--- config.mk ---
export PLATFORM = sky130hd
export DESIGN_NAME = grf_mp
export DESIGN_NICKNAME = d
export VERILOG_FILES = /design/src/rtl/grf_pkg.sv /design/src/rtl/grf_scoreboard.sv /design/src/rtl/grf_mp.sv
export SDC_FILE = /design/constraint.sdc
export NUM_CORES = 2
export LEC_CHECK = 0
export CAP_MARGIN = 20
export CORE_MARGIN = 2
export CORE_UTILIZATION = 57
export CTS_CLUSTER_DIAMETER = 40
export DETAILED_ROUTE_END_ITERATION = 7
export GPL_TIMING_DRIVEN = 0
export MAX_ROUTING_LAYER = met4
export PLACE_DENSITY = 0.74
export RECOVER_POWER = 25
export SYNTH_ARGS = -nofsm -noshare
export SYNTH_HDL_FRONTEND = slang
export SYNTH_SLANG_ARGS = --single-unit
export TNS_END_PERCENT = 1
--- constraint.sdc ---
create_clock -name clk -period 5.55 [get_ports clk]
set_clock_uncertainty 0.1 [all_clocks]
set_input_delay 0.555 -clock clk [delete_from_list [all_inputs] [get_ports clk]]
set_output_delay 0.555 -clock clk [all_outputs]
set_load 0.01 [all_outputs]
--- src/rtl/grf_pkg.sv ---
// Shared constants for the multi-port register file and its write-back arbiter,
// plus the per-address write-match counter used by the scoreboard.
package grf_pkg;

    localparam int DW_DEF   = 32;
    localparam int NREG_DEF = 32;
    localparam int NRD_DEF  = 2;
    localparam int NWR_DEF  = 2;
    localparam int PW_DEF   = 2;

    // Upper bounds of the generic match function; callers zero-extend into these.
    localparam int MAX_WR = 8;
    localparam int MAX_AW = 8;

    function automatic int unsigned count_writes(
        input logic [MAX_WR-1:0]        we,
        input logic [MAX_WR*MAX_AW-1:0] wa,
        input int unsigned              aw,
        input int unsigned              addr
    );
        int unsigned n;
        logic        match;
        n = 0;
        for (int k = 0; k < MAX_WR; k++) begin
            match = we[k];
            for (int b = 0; b < MAX_AW; b++) begin
                if (b < int'(aw) && wa[k*aw + b] != addr[b]) match = 1'b0;
            end
            if (match) n++;
        end
        return n;
    endfunction

endpackage

--- src/rtl/grf_scoreboard.sv ---
// Pending-writer scoreboard: one saturating counter per register, issue
// admission against the post-write count, and busy lookups for the read ports.
module grf_scoreboard
    import grf_pkg::*;
#(
    parameter int NREG = NREG_DEF,
    parameter int AW   = $clog2(NREG),
    parameter int NRD  = NRD_DEF,
    parameter int NWR  = NWR_DEF,
    parameter int PW   = PW_DEF
) (
    input  logic              clk,
    input  logic              reset,
    input  logic [NWR-1:0]    we,
    input  logic [NWR*AW-1:0] wa,
    input  logic              iss_v,
    input  logic [AW-1:0]     iss_a,
    input  logic [NRD*AW-1:0] ra,
    output logic [NRD-1:0]    rbusy,
    output logic              iss_rdy
);

    typedef logic [PW-1:0] cnt_t;
    localparam int unsigned CMAX = (1 << PW) - 1;

    cnt_t                    cnt       [NREG];
    cnt_t                    cnt_d     [NREG];
    int unsigned             dec       [NREG];
    int unsigned             post      [NREG];
    logic                    issue_hit [NREG];
    logic [MAX_WR-1:0]        we_x;
    logic [MAX_WR*MAX_AW-1:0] wa_x;

    assign we_x = MAX_WR'(we);
    assign wa_x = (MAX_WR*MAX_AW)'(wa);

    // post = count left after this cycle's retirements, clamped at zero
    always_comb begin
        for (int r = 0; r < NREG; r++) begin
            dec[r]  = count_writes(we_x, wa_x, AW, r);
            post[r] = (32'(cnt[r]) > dec[r]) ? 32'(cnt[r]) - dec[r] : 32'd0;
        end
    end

    assign iss_rdy = (iss_a == '0) || (post[iss_a] < CMAX);

    always_comb begin
        for (int r = 0; r < NREG; r++) begin
            issue_hit[r] = iss_v && iss_rdy && (iss_a == AW'(r)) && (r != 0);
            cnt_d[r] = (32'(cnt[r]) + 32'(issue_hit[r]) > dec[r])
                     ? cnt_t'(32'(cnt[r]) + 32'(issue_hit[r]) - dec[r])
                     : '0;
        end
    end

    always_comb begin
        for (int j = 0; j < NRD; j++) begin
            rbusy[j] = post[ra[j*AW +: AW]] != 32'd0;
        end
    end

    always_ff @(posedge clk) begin
        for (int r = 0; r < NREG; r++) begin
            if (reset) cnt[r] <= '0;
            else       cnt[r] <= cnt_d[r];
        end
    end

endmodule

--- src/rtl/grf_mp.sv ---
// Multi-port register file with same-cycle write forwarding; the highest write
// port wins on address collisions, register 0 reads as zero.
module grf_mp
    import grf_pkg::*;
#(
    parameter int DW   = DW_DEF,
    parameter int NREG = NREG_DEF,
    parameter int AW   = $clog2(NREG),
    parameter int NRD  = NRD_DEF,
    parameter int NWR  = NWR_DEF,
    parameter int PW   = PW_DEF
) (
    input  logic              clk,
    input  logic              reset,
    input  logic [NWR-1:0]    we,
    input  logic [NWR*AW-1:0] wa,
    input  logic [NWR*DW-1:0] wd,
    input  logic [NRD*AW-1:0] ra,
    output logic [NRD*DW-1:0] rd,
    output logic [NRD-1:0]    rbusy,
    input  logic              iss_v,
    input  logic [AW-1:0]     iss_a,
    output logic              iss_rdy
);

    logic [DW-1:0]  mem     [NREG];
    logic           wr_en   [NREG];
    logic [DW-1:0]  wr_data [NREG];
    logic [AW-1:0]  rsel    [NRD];
    logic [DW-1:0]  rval    [NRD];
    logic [NWR-1:0] we_g;

    // Writes presented while in reset neither land nor forward.
    assign we_g = reset ? '0 : we;

    always_comb begin
        for (int r = 0; r < NREG; r++) begin
            wr_en[r]   = 1'b0;
            wr_data[r] = '0;
            for (int k = 0; k < NWR; k++) begin
                if (we_g[k] && wa[k*AW +: AW] == AW'(r) && r != 0) begin
                    wr_en[r]   = 1'b1;
                    wr_data[r] = wd[k*DW +: DW];
                end
            end
        end
    end

    always_ff @(posedge clk) begin
        for (int r = 0; r < NREG; r++) begin
            if (reset)         mem[r] <= '0;
            else if (wr_en[r]) mem[r] <= wr_data[r];
        end
    end

    always_comb begin
        for (int j = 0; j < NRD; j++) begin
            rsel[j] = ra[j*AW +: AW];
            rval[j] = '0;
            if (rsel[j] != '0 && int'(rsel[j]) < NREG) begin
                rval[j] = mem[rsel[j]];
                for (int k = 0; k < NWR; k++) begin
                    if (we_g[k] && wa[k*AW +: AW] == rsel[j]) rval[j] = wd[k*DW +: DW];
                end
            end
            rd[j*DW +: DW] = rval[j];
        end
    end

    grf_scoreboard #(
        .NREG (NREG),
        .AW   (AW),
        .NRD  (NRD),
        .NWR  (NWR),
        .PW   (PW)
    ) u_scoreboard (
        .clk     (clk),
        .reset   (reset),
        .we      (we_g),
        .wa      (wa),
        .iss_v   (iss_v),
        .iss_a   (iss_a),
        .ra      (ra),
        .rbusy   (rbusy),
        .iss_rdy (iss_rdy)
    );

endmodule

==> results.tsv, run 1 <==
stage	metric	value	unit
outcome	status	stopped before the end	
outcome	stop_stage	global routing (5_1_grt)	
outcome	error	[ERROR GRT-0232] Routing congestion too high. Check the congestion heatmap in the GUI.	
placed_design	place_inst	7195	
synth	synth_flop_cell	edfxtp_1	
global_routing	grt-ovfl-total	3	
clock_tree	cts_root_buf	clkbuf_16	
synth	mappedNetlistArea	68600	sq um
die	row_count	127	
synth	yosysTopAreaCellShare	43.4	%
die	initial_core_util	57.4	%
synth	synth_top_area_cell	edfxtp_1	
clock_tree	ctsLongestPathBuffers	3	
synth	synth.net_count	5776	
die	die_w	351	um
clock_tree	cts_buffers	175	
synth	ys_ff_latch	1056	
placed_design	dp_hpwl	325000	um
synth	yosys.cell_types.count	80	
placed_design	io_buffer_count	85	
synth	synthCells	5408	
placed_design	gp_congestion	1.30	
global_routing	grt_start_max_net_pins	29	
clock_tree	h-tree-depth	4	
die	ios	161	
clock_tree	cts_hold_buffers	0	
synth	synthTopCellsByArea	edfxtp_1 (43%), mux4_2 (14%), a22o_1 (13%), ha_1 (3.8%), mux2i_1 (2.5%)	
die	die_h	351	um
synth	synthArstFlopShare	0	%
timing	worst-ep-kind	top-level output	
clock_tree	cts_sinks	1056	
synth	seq_area_frac_synth	45.3	%
synth	synth_warnings	0	
synth	synth_edf_count	992	
timing	grt-worst-endpoint	rbusy[1]	
global_routing	grt.total_usage	76.3	%
synth	syn_area_per_cell	12.7	sq um
per-stage QoR:
| step | setup slack, ns | utilization (%) | area [sq um] | hold WS (ns) |
|---|---|---|---|---|
| CTS | -0.136 | 66.9 | 80100 | 0.0528 |
| global placement | -2.60 | 59.7 | 71500 | 0.480 |
| detailed placement | -2.66 | 61.2 | 73200 | 0.501 |
| floorplan | 0.0253 | - | 68600 | 0.460 |
routing by layer:
metal,GRT usage [%],overflow
met5,-,-
met4,64.2,3
met3,68.7,0
met2,84.5,0
met1,79.1,0
cells in the mapped netlist (all sizes together) (11+ instances only):
library cell and count:
and3 11, nor3 108, nor3b 13, mux2i 171
buf 318, a31oi 21, a22o 989, dfxtp 64
or3 35, nand2 276, mux2 82, nor2 169
clkbuf 404, fa 63, a221o 26, a211oi 43
o31a 16, o211ai 22, edfxtp 992, nor2b 42
nand4 23, ha 211, o21ai 166, nand2b 33
xor2 12, o22ai 18, a221oi 70, a21oi 104
nand3 39, a22oi 32, o221ai 35, inv 237
mux4 431, nor4 18
kinds of logic after synthesis:
group / after synthesis / synth area share [%]
AOI/OAI and AO/OA: 1612 / 18.8
DFF: 1056 / 45.3
adders and majority gates: 274 / 5.68
buffers and inverters: 959 / 6.30
muxes: 684 / 18.0
and+or+nand+nor: 803 / 5.68
xor gates and xnor gates: 20 / 0.255
timing repair:
action	in CTS
buffers inserted	26
endpoints found under the setup margin	119
resized for setup	243
cloned	0
pin swaps	25
==> run 2: changes to the inputs <==
- CORE_UTILIZATION: 57 -> 40
- CTS_CLUSTER_DIAMETER: 40 -> not set
- MAX_ROUTING_LAYER: met4 -> not set
- PLACE_DENSITY: 0.74 -> not set
- PLACE_DENSITY_LB_ADDON: not set -> 0.15
- clock period: 5.55 -> 7.21 ns (I/O delays scaled with it)
==> run 2 against run 1 <==
  * The flow now finishes, with violations (setup timing)
  * Area after synthesis did not move
  * Synthesized cell count did not move
==> results.tsv, run 2 <==
stage	metric	value	unit
timing	worst_slack	-0.337	ns
die	initial_core_util	40.1	%
die	ios	161	
worst_setup_path	timing.critical_path.buf_inv	8	
synth	synthTopCellsByArea	edfxtp_1 (43%), mux4_2 (14%), a22o_1 (13%), ha_1 (3.8%), mux2i_1 (2.5%)	
min_path	min_path_type	primary input to flip-flop	
die	die_h	418	um
timing	slew_viol_final	0	
worst_setup_path	critical_path_depth	12	
synth	ys_ff_latch	1056	
routing	drc	0	
power	p_leak	27.7	nW
worst_setup_path	cp_top_family	buffers and inverters	
global_routing	grt.total_usage	55.7	%
job	drv_cap	0	
clock_tree	h-tree-depth	4	
cells_and_area	drive_above_1_share	20.9	%
global_routing	grt_pass1_wl	618000	um
routing	wire_per_inst	61.2	um
clock_tree	cts_sinks	1056	
worst_setup_path	path_class	primary input to primary output	
cells_and_area	final_cell_mix	edfxtp_1 (992), a22o_1 (989), mux4_2 (431), clkbuf_1 (384), nand2_1 (276)	
synth	synthArstFlopShare	0	%
cells_and_area	instances_no_fill	8155	
worst_setup_path	worstPathArrival	6.73	ns
die	die_area	175000	sq um
worst_setup_path	crit_slowest_cell	nor4_1	
routing	drtPass1Iterations	8	
cells_and_area	reg_top3	mem (992), u_scoreboard.cnt (64)	
timing	hold_viol	0	
cells_and_area	regMostFlops	mem	
timing	layout_min_cycle_time	7.55	ns
worst_setup_path	path_common_cell	buf_2	
clock_tree	cts_root_buf	clkbuf_16	
cells_and_area	final_common_cell	edfxtp_1	
die	core_area	171000	sq um
timing	grt_setup_unrepaired	true	
synth	synth_warnings	0	
global_routing	grt-ovfl-total	0	
cells_and_area	fin_nets	6124	
worst_setup_path	crit_fanout	11	
min_path	hold_start	wd[49]	
placed_design	post-place-ws	-1.21	ns
synth	synth_top_area_cell	edfxtp_1	
synth	synth.net_count	5776	
die	die_w	418	um
synth	synth_most_common_cell	edfxtp_1	
timing	tightest_slew	1.41	ns
cells_and_area	fin_util	46.3	%
routing	drt_iter0_drc	14100	
clock_tree	clkTransAtPathRegs	0.06	ns
worst_setup_path	cp.required	6.39	ns
synth	yosys.cell_types.count	80	
global_routing	antenna_found_initial	78	
power	seqPwrFrac	40.4	%
timing	setup_violations	19	
power	powerDensity	227	nW/um^2
cells_and_area	syn2layout_area_growth	15.4	%
worst_setup_path	startpoint_type	primary input	
power	swShare	33.0	%
cells_and_area	fillCellCount	15600	
routing	vias	66200	
timing	max_slew_margin	6.21	%
synth	seq_area_frac_synth	45.3	%
placed_design	dp_hpwl	372000	um
clock_tree	cts_hold_buffers	0	
min_path	hold_depth	2	
routing	routed_wl	499000	um
cells_and_area	largest_reg_flops	992	
synth	syn_area_per_cell	12.7	sq um
synth	synth_edf_count	992	
synth	synthCells	5408	
synth	synth_flop_cell	edfxtp_1	
timing	clock.fmax	0.133	GHz
timing	period_share	105	%
global_routing	grt_start_max_net_pins	33	
die	row_count	152	
routing	viasPerCell	8.11	
synth	mappedNetlistArea	68600	sq um
worst_setup_path	crit_start	ra[1]	
global_routing	grt_pass1_vias	57300	
clock_tree	cts_buffers	134	
clock_tree	ctsLongestPathBuffers	3	
synth	synth_commonest_cells	edfxtp_1 (992), a22o_1 (989), mux4_2 (431), clkbuf_1 (403), nand2_1 (276)	
power	peakVddDrop	0.000244	V
clock_tree	clock_latency	0.84	ns
worst_setup_path	max_stage_delay	0.88	ns
synth	yosysTopAreaCellShare	43.4	%
power	internal_power	12.0	mW
outcome	status	finished with violations	
worst_setup_path	r2r-start	u_scoreboard.cnt[25][0]	
power	switching_power	5.93	mW
worst_setup_path	worstPathCellList	clkdlybuf4s50_1 > buf_6 > buf_6 > buf_4 > buf_2 > buf_2 > a211oi_1 > nor4_1 > a2111oi_1 > buf_2 > o21ai_1 > clkdlybuf4s50_1	
placed_design	io_buffer_count	85	
worst_setup_path	critPathCaptureType	primary output	
power	p_comb_share	20.4	%
placed_design	gp_congestion	1.15	
outcome	violations	setup timing	
routing	postRouteAntennaNets	0	
clock_tree	cts_tree	built	
power	clock_power_share	39.2	%
timing	setup_tns	-2.37	ns
worst_setup_path	ff2ff_path_depth	18	
placed_design	place_inst	7848	
-- run 2: final timing paths --
kind	to	slack (ns)
worst min register to register	u_scoreboard.cnt[0][0]	0.51
worst max-delay path	rd[25]	-0.34
worst max register to register	u_scoreboard.cnt[26][1]	2.50
worst min-delay path	mem[31][17]	0.25
-- run 2: worst register-to-register path: stages (launching register included) --
cell,delay [ns]
dfxtp_1,0.31
inv_1,0.05
ha_1,0.14
inv_1,0.05
fa_1,0.55
nand2_1,0.13
a21oi_1,0.05
mux4_2,0.55
a221o_1,0.36
o31a_1,0.24
buf_2,0.20
nor4_1,0.68
ha_1,0.28
ha_1,0.14
inv_1,0.06
fa_1,0.40
a21oi_1,0.15
nor2_1,0.06
nor3_1,0.12
-- run 2: through the flow --
stage	power [mW]	hold slack, ns	cell area [sq um]
2_1_floorplan	8.73	0.460	68600
3_3_place_gp	10.5	0.490	72300
3_5_place_dp	10.6	0.500	74500
4_1_cts	17.4	0.192	78900
5_1_grt	17.8	0.248	79000
6_report	18.0	0.246	79200
-- run 2: cells by family (layout without fill, tap and decap cells) --
family,count (synthesis),count (layout),share of synthesized area [%]
AOI/OAI and AO/OA,1612,1612,18.8
DFF,1056,1056,45.3
buffers and inverters,959,1410,6.30
and+or+nand+nor,803,803,5.68
muxes,684,684,18.0
adders and majority gates,274,274,5.68
xor gates and xnor gates,20,20,0.255
other,0,63,0
-- run 2: repair_timing --
| item | CTS | global route |
|---|---|---|
| buffers inserted | 3 | 0 |
| pin swaps | 1 | 0 |
| gates resized for setup | 24 | 19 |
| endpoints found under the hold margin | 0 | 0 |
| endpoints found under the setup margin | 18 | 5 |
-- run 2: layer usage --
metal,vias to the layer above,share of wire [%],global-route usage (%)
li1,22400,-,-
met1,33700,35,65.8
met2,7817,37,69.6
met3,2113,19,37.4
met4,69,9.4,41.1
met5,-,0.39,6.97
-- run 2: power groups by stage --
stage	registers, mW	logic [mW]	clock network [mW]
final	7.25	3.66	7.05
after floorplan	7.28	1.46	0
after CTS	7.23	3.28	6.90
after global placement	7.36	3.17	0
after detailed placement	7.36	3.27	0
after global routing	7.27	3.45	7.12
-- run 2: cell type report --
type / count / area [sq um] / share of cell area (%)
multi-input combinational: 3393 / 33400 / 42.2
sequential: 1056 / 31100 / 39.2
clock buffer: 159 / 3500 / 4.42
buffer: 715 / 3490 / 4.40
timing repair buffer: 219 / 3030 / 3.83
tap: 2233 / 2790 / 3.53
inverter: 237 / 890 / 1.12
clock inverter: 80 / 801 / 1.01
antenna: 63 / 158 / 0.199
No activity file was read; power rests on OpenSTA's default activity.
